<file path="config.mk">
export PLATFORM = sky130hd
export DESIGN_NAME = parallel_to_serial_convertor
export DESIGN_NICKNAME = d
export VERILOG_FILES = /design/src/rtl/p2s_pkg.sv /design/src/rtl/p2s_lane_counter.sv /design/src/rtl/parallel_to_serial_convertor.sv
export SDC_FILE = /design/constraint.sdc
export NUM_CORES = 1
export LEC_CHECK = 0
export ABC_CLOCK_PERIOD_IN_PS = 12150
export CAP_MARGIN = 0
export CORE_UTILIZATION = 55
export DETAILED_ROUTE_END_ITERATION = 8
export GPL_TIMING_DRIVEN = 0
export PLACE_DENSITY_LB_ADDON = 0.05
export SYNTH_ARGS = -nofsm -noshare
export SYNTH_HDL_FRONTEND = slang
export SYNTH_SLANG_ARGS = --single-unit
</file>
<file path="constraint.sdc">
create_clock -name clock -period 12.15 [get_ports clock]
set_input_delay 3.0375 -clock clock [delete_from_list [all_inputs] [get_ports clock]]
set_output_delay 3.0375 -clock clock [all_outputs]
set_load 0.01 [all_outputs]
</file>
<file path="src/rtl/p2s_pkg.sv">
// Shared types and defaults for the parallel-to-serial convertor.
package p2s_pkg;

   typedef enum logic {
      IDLE  = 1'b0,
      SHIFT = 1'b1
   } state_e;

   localparam int WIDTH_DEF = 32;
   localparam int LANES_DEF = 4;

   function automatic int idx_w(input int lanes);
      return (lanes > 1) ? $clog2(lanes) : 1;
   endfunction

   localparam int IDX_W_DEF = idx_w(LANES_DEF);

endpackage

</file>
<file path="src/rtl/p2s_lane_counter.sv">
// Lane index counter: clear to 0, advance with wrap, flags the last lane.
module p2s_lane_counter
   import p2s_pkg::*;
#(
   parameter int LANES = LANES_DEF,
   parameter int IDX_W = idx_w(LANES)
) (
   input  logic             clock,
   input  logic             reset,
   input  logic             clear,
   input  logic             advance,
   output logic [IDX_W-1:0] idx,
   output logic [IDX_W-1:0] idx_nxt,
   output logic             last
);

   localparam logic [IDX_W-1:0] LAST_IDX = IDX_W'(LANES - 1);

   logic [IDX_W-1:0] idx_q;
   logic [IDX_W-1:0] idx_d;

   always_comb begin
      idx_d = idx_q;
      if (clear) begin
         idx_d = '0;
      end else if (advance) begin
         idx_d = (idx_q == LAST_IDX) ? '0 : idx_q + 1'b1;
      end
   end

   always_ff @(posedge clock or posedge reset) begin
      if (reset) begin
         idx_q <= '0;
      end else begin
         idx_q <= idx_d;
      end
   end

   assign idx     = idx_q;
   assign idx_nxt = idx_d;
   assign last    = (idx_q == LAST_IDX);

endmodule

</file>
<file path="src/rtl/parallel_to_serial_convertor.sv">
// Captures a frame of LANES words on one load handshake and streams them
// out lane 0 first with valid/ready flow control; reload on the last beat avoids bubbles.
module parallel_to_serial_convertor
   import p2s_pkg::*;
#(
   parameter int WIDTH = WIDTH_DEF,
   parameter int LANES = LANES_DEF
) (
   input  logic                   clock,
   input  logic                   reset,
   input  logic [LANES*WIDTH-1:0] par_data,
   input  logic                   load_valid,
   output logic                   load_ready,
   output logic [WIDTH-1:0]       out_data,
   output logic                   out_valid,
   output logic                   out_last,
   input  logic                   out_ready
);

   localparam int IDX_W = idx_w(LANES);
   localparam logic [IDX_W-1:0] LAST_IDX = IDX_W'(LANES - 1);

   state_e                 state_q, state_d;
   logic [LANES*WIDTH-1:0] frame_q, frame_d;
   logic [WIDTH-1:0]       out_data_q, out_data_d;
   logic                   out_valid_q, out_valid_d;
   logic                   out_last_q, out_last_d;

   logic             cnt_clear;
   logic             cnt_advance;
   logic [IDX_W-1:0] idx;
   logic [IDX_W-1:0] idx_nxt;
   logic             idx_last;
   logic             load_fire;
   logic [WIDTH-1:0] lane_w [LANES];

   p2s_lane_counter #(
      .LANES (LANES),
      .IDX_W (IDX_W)
   ) u_lane_counter (
      .clock   (clock),
      .reset   (reset),
      .clear   (cnt_clear),
      .advance (cnt_advance),
      .idx     (idx),
      .idx_nxt (idx_nxt),
      .last    (idx_last)
   );

   assign load_ready = (state_q == IDLE) || (idx_last && out_ready);
   assign load_fire  = load_valid && load_ready;

   always_comb begin
      state_d     = state_q;
      frame_d     = frame_q;
      cnt_clear   = 1'b0;
      cnt_advance = 1'b0;
      case (state_q)
         IDLE: begin
            if (load_fire) begin
               state_d   = SHIFT;
               frame_d   = par_data;
               cnt_clear = 1'b1;
            end
         end
         SHIFT: begin
            if (out_ready) begin
               if (!idx_last) begin
                  cnt_advance = 1'b1;
               end else if (load_fire) begin
                  frame_d   = par_data;
                  cnt_clear = 1'b1;
               end else begin
                  state_d   = IDLE;
                  cnt_clear = 1'b1;
               end
            end
         end
         default: begin
            state_d   = IDLE;
            cnt_clear = 1'b1;
         end
      endcase
   end

   for (genvar i = 0; i < LANES; i++) begin : g_lane
      assign lane_w[i] = frame_d[i*WIDTH +: WIDTH];
   end

   // Outputs are registered from the next-state view so they change only on edges.
   always_comb begin
      out_valid_d = (state_d == SHIFT);
      out_data_d  = out_valid_d ? lane_w[idx_nxt] : '0;
      out_last_d  = out_valid_d && (idx_nxt == LAST_IDX);
   end

   always_ff @(posedge clock or posedge reset) begin
      if (reset) begin
         state_q     <= IDLE;
         frame_q     <= '0;
         out_data_q  <= '0;
         out_valid_q <= 1'b0;
         out_last_q  <= 1'b0;
      end else begin
         state_q     <= state_d;
         frame_q     <= frame_d;
         out_data_q  <= out_data_d;
         out_valid_q <= out_valid_d;
         out_last_q  <= out_last_d;
      end
   end

   assign out_data  = out_data_q;
   assign out_valid = out_valid_q;
   assign out_last  = out_last_q;

endmodule

</file>
# After elaboration in Yosys (flattened, before gate mapping)
# Cells that the tools add are included.
[totals] latch_bits=0 n_memories=0 ram_bits=0 inputBits=132 romBits=0 reg_bits=164 word_cells=36
[classes] n_lt_le_gt_ge=1 n_mux=21 n_addsub=1 mul=0 bitwise=2 div=0 n_shift=0 reduce_logical=4 eq_ne=2
[ops] op="$mux W128" n=3
[ops] op="$pmux W128 S2" n=1
[ops] op="$mux W32" n=3
[ops] op="$bmux W32 S2" n=1
[ops] op="$mux W1" n=8
[ops] op="$mux W2" n=3
[ops] op="$eq A2 B2 Y1 const B" n=2
[ops] op="$pmux W1 S2" n=2
[ops] op="$ge A3 B3 Y1 const B" n=1
[ops] op="$logic_and A1 B1 Y1" n=3
[ops] op="$not A2 Y3" n=1
[ops] op="$add A2 B1 Y2 const B" n=1
[ops] op="$logic_or A1 B1 Y1" n=1
[ops] op="$not A1 Y1" n=1

# Longest topological paths before layout
[logic_depth] word_depth=12 mapped_depth=8 depth_no_buf=6

# By module
# Synthesis repeated with hierarchy kept, for this count alone.
[unflattened] hier_cells=823 area_unflattened_um2=9713.1
[modules_own_cells] module="parallel_to_serial_convertor" seq_area_each_um2=4053.9 cells_each=814 area_each_um2=9613.0 n_inst=1
[modules_own_cells] module="p2s_lane_counter" seq_area_each_um2=50.0 cells_each=9 area_each_um2=100.1 n_inst=1

# Worst setup path before layout
# Ideal clock, no wire load.
[synth_timing] kind="input-to-output" from="input port out_ready" to="output port load_ready" arrival_time_ns=3.271 stages=2 t_required_ns=9.112 path_buffers=0 path_slack_ns=5.841 cell_sequence="a21boi_1 > inv_2"
[synth_via] elab_chain_cells=2
[synth_lines] item="start: declaration" line_no="parallel_to_serial_convertor.sv:17" text="input logic out_ready"
[synth_lines] item="$logic_and A1 B1 Y1" line_no="parallel_to_serial_convertor.sv:50" text="assign load_ready = (state_q == IDLE) || (idx_last && out_ready);"
[synth_lines] item="$logic_or A1 B1 Y1" line_no="parallel_to_serial_convertor.sv:50"
[synth_lines] item="end: declaration" line_no="parallel_to_serial_convertor.sv:13" text="output logic load_ready,"
# No other way between the ends.

# Final worst setup path
# Same ends and word-level chain as after synthesis.

==> results.json <==
{
  "die_area_um2": 14900,
  "skew_ns": 0.00605,
  "hold_depth": 2,
  "place_hpwl_um": 15300,
  "syn_to_final_growth_pct": 32.1,
  "drt_iter0_drc": 540,
  "io_buffers": 165,
  "wl_per_cell_um": 18.4,
  "rsz0062_at_grt": "no",
  "clkSinkCount": 164,
  "fmax_ghz": 0.134,
  "avgSynthCellArea_um2": 9.92,
  "syn_nets": 932,
  "synthDistinctLibCells": 30,
  "power_density_nw_per_um2": 251,
  "cts.clk_slew.worst_paths_ns": 0.06,
  "synth_top_area_share_pct": 51.8,
  "reg2reg_from": "u_lane_counter.idx[0]",
  "setup_viol": 0,
  "cts_buffers": 17,
  "cts_setup_buffers": 0,
  "synth-seq-cells": 164,
  "ir_drop_v": 0.000122,
  "final_layout_size_suffix_gt1_share_pct": 10.0,
  "slew_headroom_pct": 50.2,
  "wl_um": 21600,
  "tns_ns": 0,
  "cts_tree": "yes",
  "layoutNonFillerInstCount": 1177,
  "gp_congestion": 0.842,
  "cp-end-kind": "primary output",
  "post-route-min-period_ns": 7.48,
  "cp_max_fo": 7,
  "min_from": "frame_q[81]",
  "status": "completed",
  "min_delay_worst_endpoint": "frame_q[81]",
  "cts_hold_buffers": 0,
  "grt_overflow": 0,
  "cp.arrival_ns": 4.44,
  "h-tree-depth": 4,
  "p_leak_nw": 5.08,
  "start_util_pct": 56.6,
  "dpl.cell_count": 1145,
  "grt_pass1_wl_um": 33600,
  "r2r_slack_ns": 9.74,
  "multi_input_area_um2": 3200,
  "fp.dieH_um": 122,
  "antenna_found_initial": 0,
  "drt-pass1-iter-count": 5,
  "rr_endpoint": "out_data[1]",
  "yosys-top-cells-area": "dfrtp_1 (52%), nand2_1 (12%), mux2i_1 (8.1%)",
  "start_kind": "input pin",
  "cts-root-buf": "clkbuf_16",
  "hold_class": "register to register",
  "antenna_cells": 0,
  "die_w_um": 122,
  "routed_via_density": 5.68,
  "maxCapViolCount": 0,
  "path_class": "input pin to primary output",
  "track_usage_pct": 30.1,
  "worstMarginPinSlew_ns": 0.747,
  "yosysTopAreaCell": "dfrtp_1",
  "hold_violations": 0,
  "cts_resized": 0,
  "yosysSeqAreaShare_pct": 51.8,
  "required_ns": 9.11,
  "finalNetCount": 1117,
  "row_count": 43,
  "ant_nets": 0,
  "remaining_drc_errors": 0,
  "slew_violations": 0,
  "synth_area_um2": 7920,
  "ys_warn_count": 0,
  "crit_start": "out_ready",
  "regArea_um2": 4100,
  "core_um2": 14000,
  "fillCellCount": 996,
  "io_pins": 167,
  "syn_inst": 799,
  "grt_max_degree": 88,
  "reg2reg_depth": 6,
  "grt_pass1_vias": 6616,
  "cts_max_path_buffers": 2,
  "post-route-period-util_pct": 61.5,
  "insertion_delay_ns": 0.43,
  "dr_total_vias": 6686
}
-- cells by family after synthesis --
logic type	Yosys count	share of synthesized area, %
fa+ha+maj	1	0.158
buf+inv	133	7.77
simple gates	273	13.4
compound gates	163	18.7
flops	164	51.8
mux	65	8.23
-- cell usage after synthesis (all sizes together) --
cell type,count
a211oi,1
a21boi,65
a22oi,1
and2,1
and3,1
and3b,1
and4b,1
buf,36
clkbuf,30
dfrtp,164
ha,1
inv,67
mux2,1
mux2i,64
nand2,260
nand2b,2
nand3,1
nand4b,1
nor2,3
nor2b,1
o211ai,32
o32ai,64
or3b,1
-- layout by cell type (no fill, tap or decap), drive strengths merged --
master / n
nand2: 260
clkdlybuf4s50: 165
dfrtp: 164
inv: 67
a21boi: 65
mux2i: 64
o32ai: 64
clkbuf: 54
buf: 37
o211ai: 32
nor2: 3
bufinv: 3
clkinv: 3
nand2b: 2
clkinvlp: 2
and3: 1
nor2b: 1
and2: 1
mux2: 1
and4b: 1
and3b: 1
a211oi: 1
or3b: 1
nand4b: 1
nand3: 1
a22oi: 1
ha: 1
-- layout make-up --
class,count,area share [%]
clock inverters,8,1.15
repair buffers,166,16.0
inverters,67,2.47
plain buffers,66,3.48
multi-input cells,502,30.6
well taps,180,2.15
flip-flops and latches,164,39.2
clock buffers,24,4.89
-- flip-flops by register name, indices dropped and copies added, names as in the netlist --
signal and cells:
frame_q 128, out_last 1, out_valid 1, out_data 32, u_lane_counter.idx 2
-- power breakdown --
| part | internal [mW] | switching (mW) |
|---|---|---|
| sequential | 0.806 | 0.0984 |
| clock | 0.355 | 0.213 |
| combinational | 0.526 | 0.627 |
| total | 1.69 | 0.938 |
-- worst max-delay path, cell delays in order --
cell,delay [ns]
clkdlybuf4s50_1,0.60
a21boi_1,0.14
inv_2,0.12
clkdlybuf4s50_1,0.54
-- layer usage --
metal | routed length, um | GRT usage [%]
met1 | 9590 | 41.5
met4 | 580 | 11.8
met2 | 10300 | 47.2
met5 | 0 | 0
met3 | 1150 | 5.62
-- worst max-delay path by stage --
stage | endpoint | depth (start not counted) | slack (ns)
3_3_place_gp | frame_q[84] | 2 | 2.61
5_1_grt | load_ready | 4 | 4.69
4_1_cts | load_ready | 4 | 4.72
3_5_place_dp | load_ready | 4 | 4.72
2_1_floorplan | frame_q[0] | 1 | 4.68
6_report | load_ready | 4 | 4.67
-- per-stage QoR --
| step | cell area, um2 | utilization [%] | power, mW | hold slack, ns | setup WS [ns] |
|---|---|---|---|---|---|
| 2_1_floorplan | 7920 | - | 1.66 | 0.439 | 4.68 |
| 3_3_place_gp | 9800 | 70.1 | 2.00 | 0.451 | 2.61 |
| 3_5_place_dp | 9830 | 70.3 | 2.04 | 0.457 | 4.72 |
| 4_1_cts | 10500 | 74.8 | 2.62 | 0.472 | 4.72 |
| 5_1_grt | 10500 | 74.8 | 2.77 | 0.493 | 4.69 |
| 6_report | 10500 | 74.8 | 2.63 | 0.470 | 4.67 |
Power figures use the tool's default switching activity.
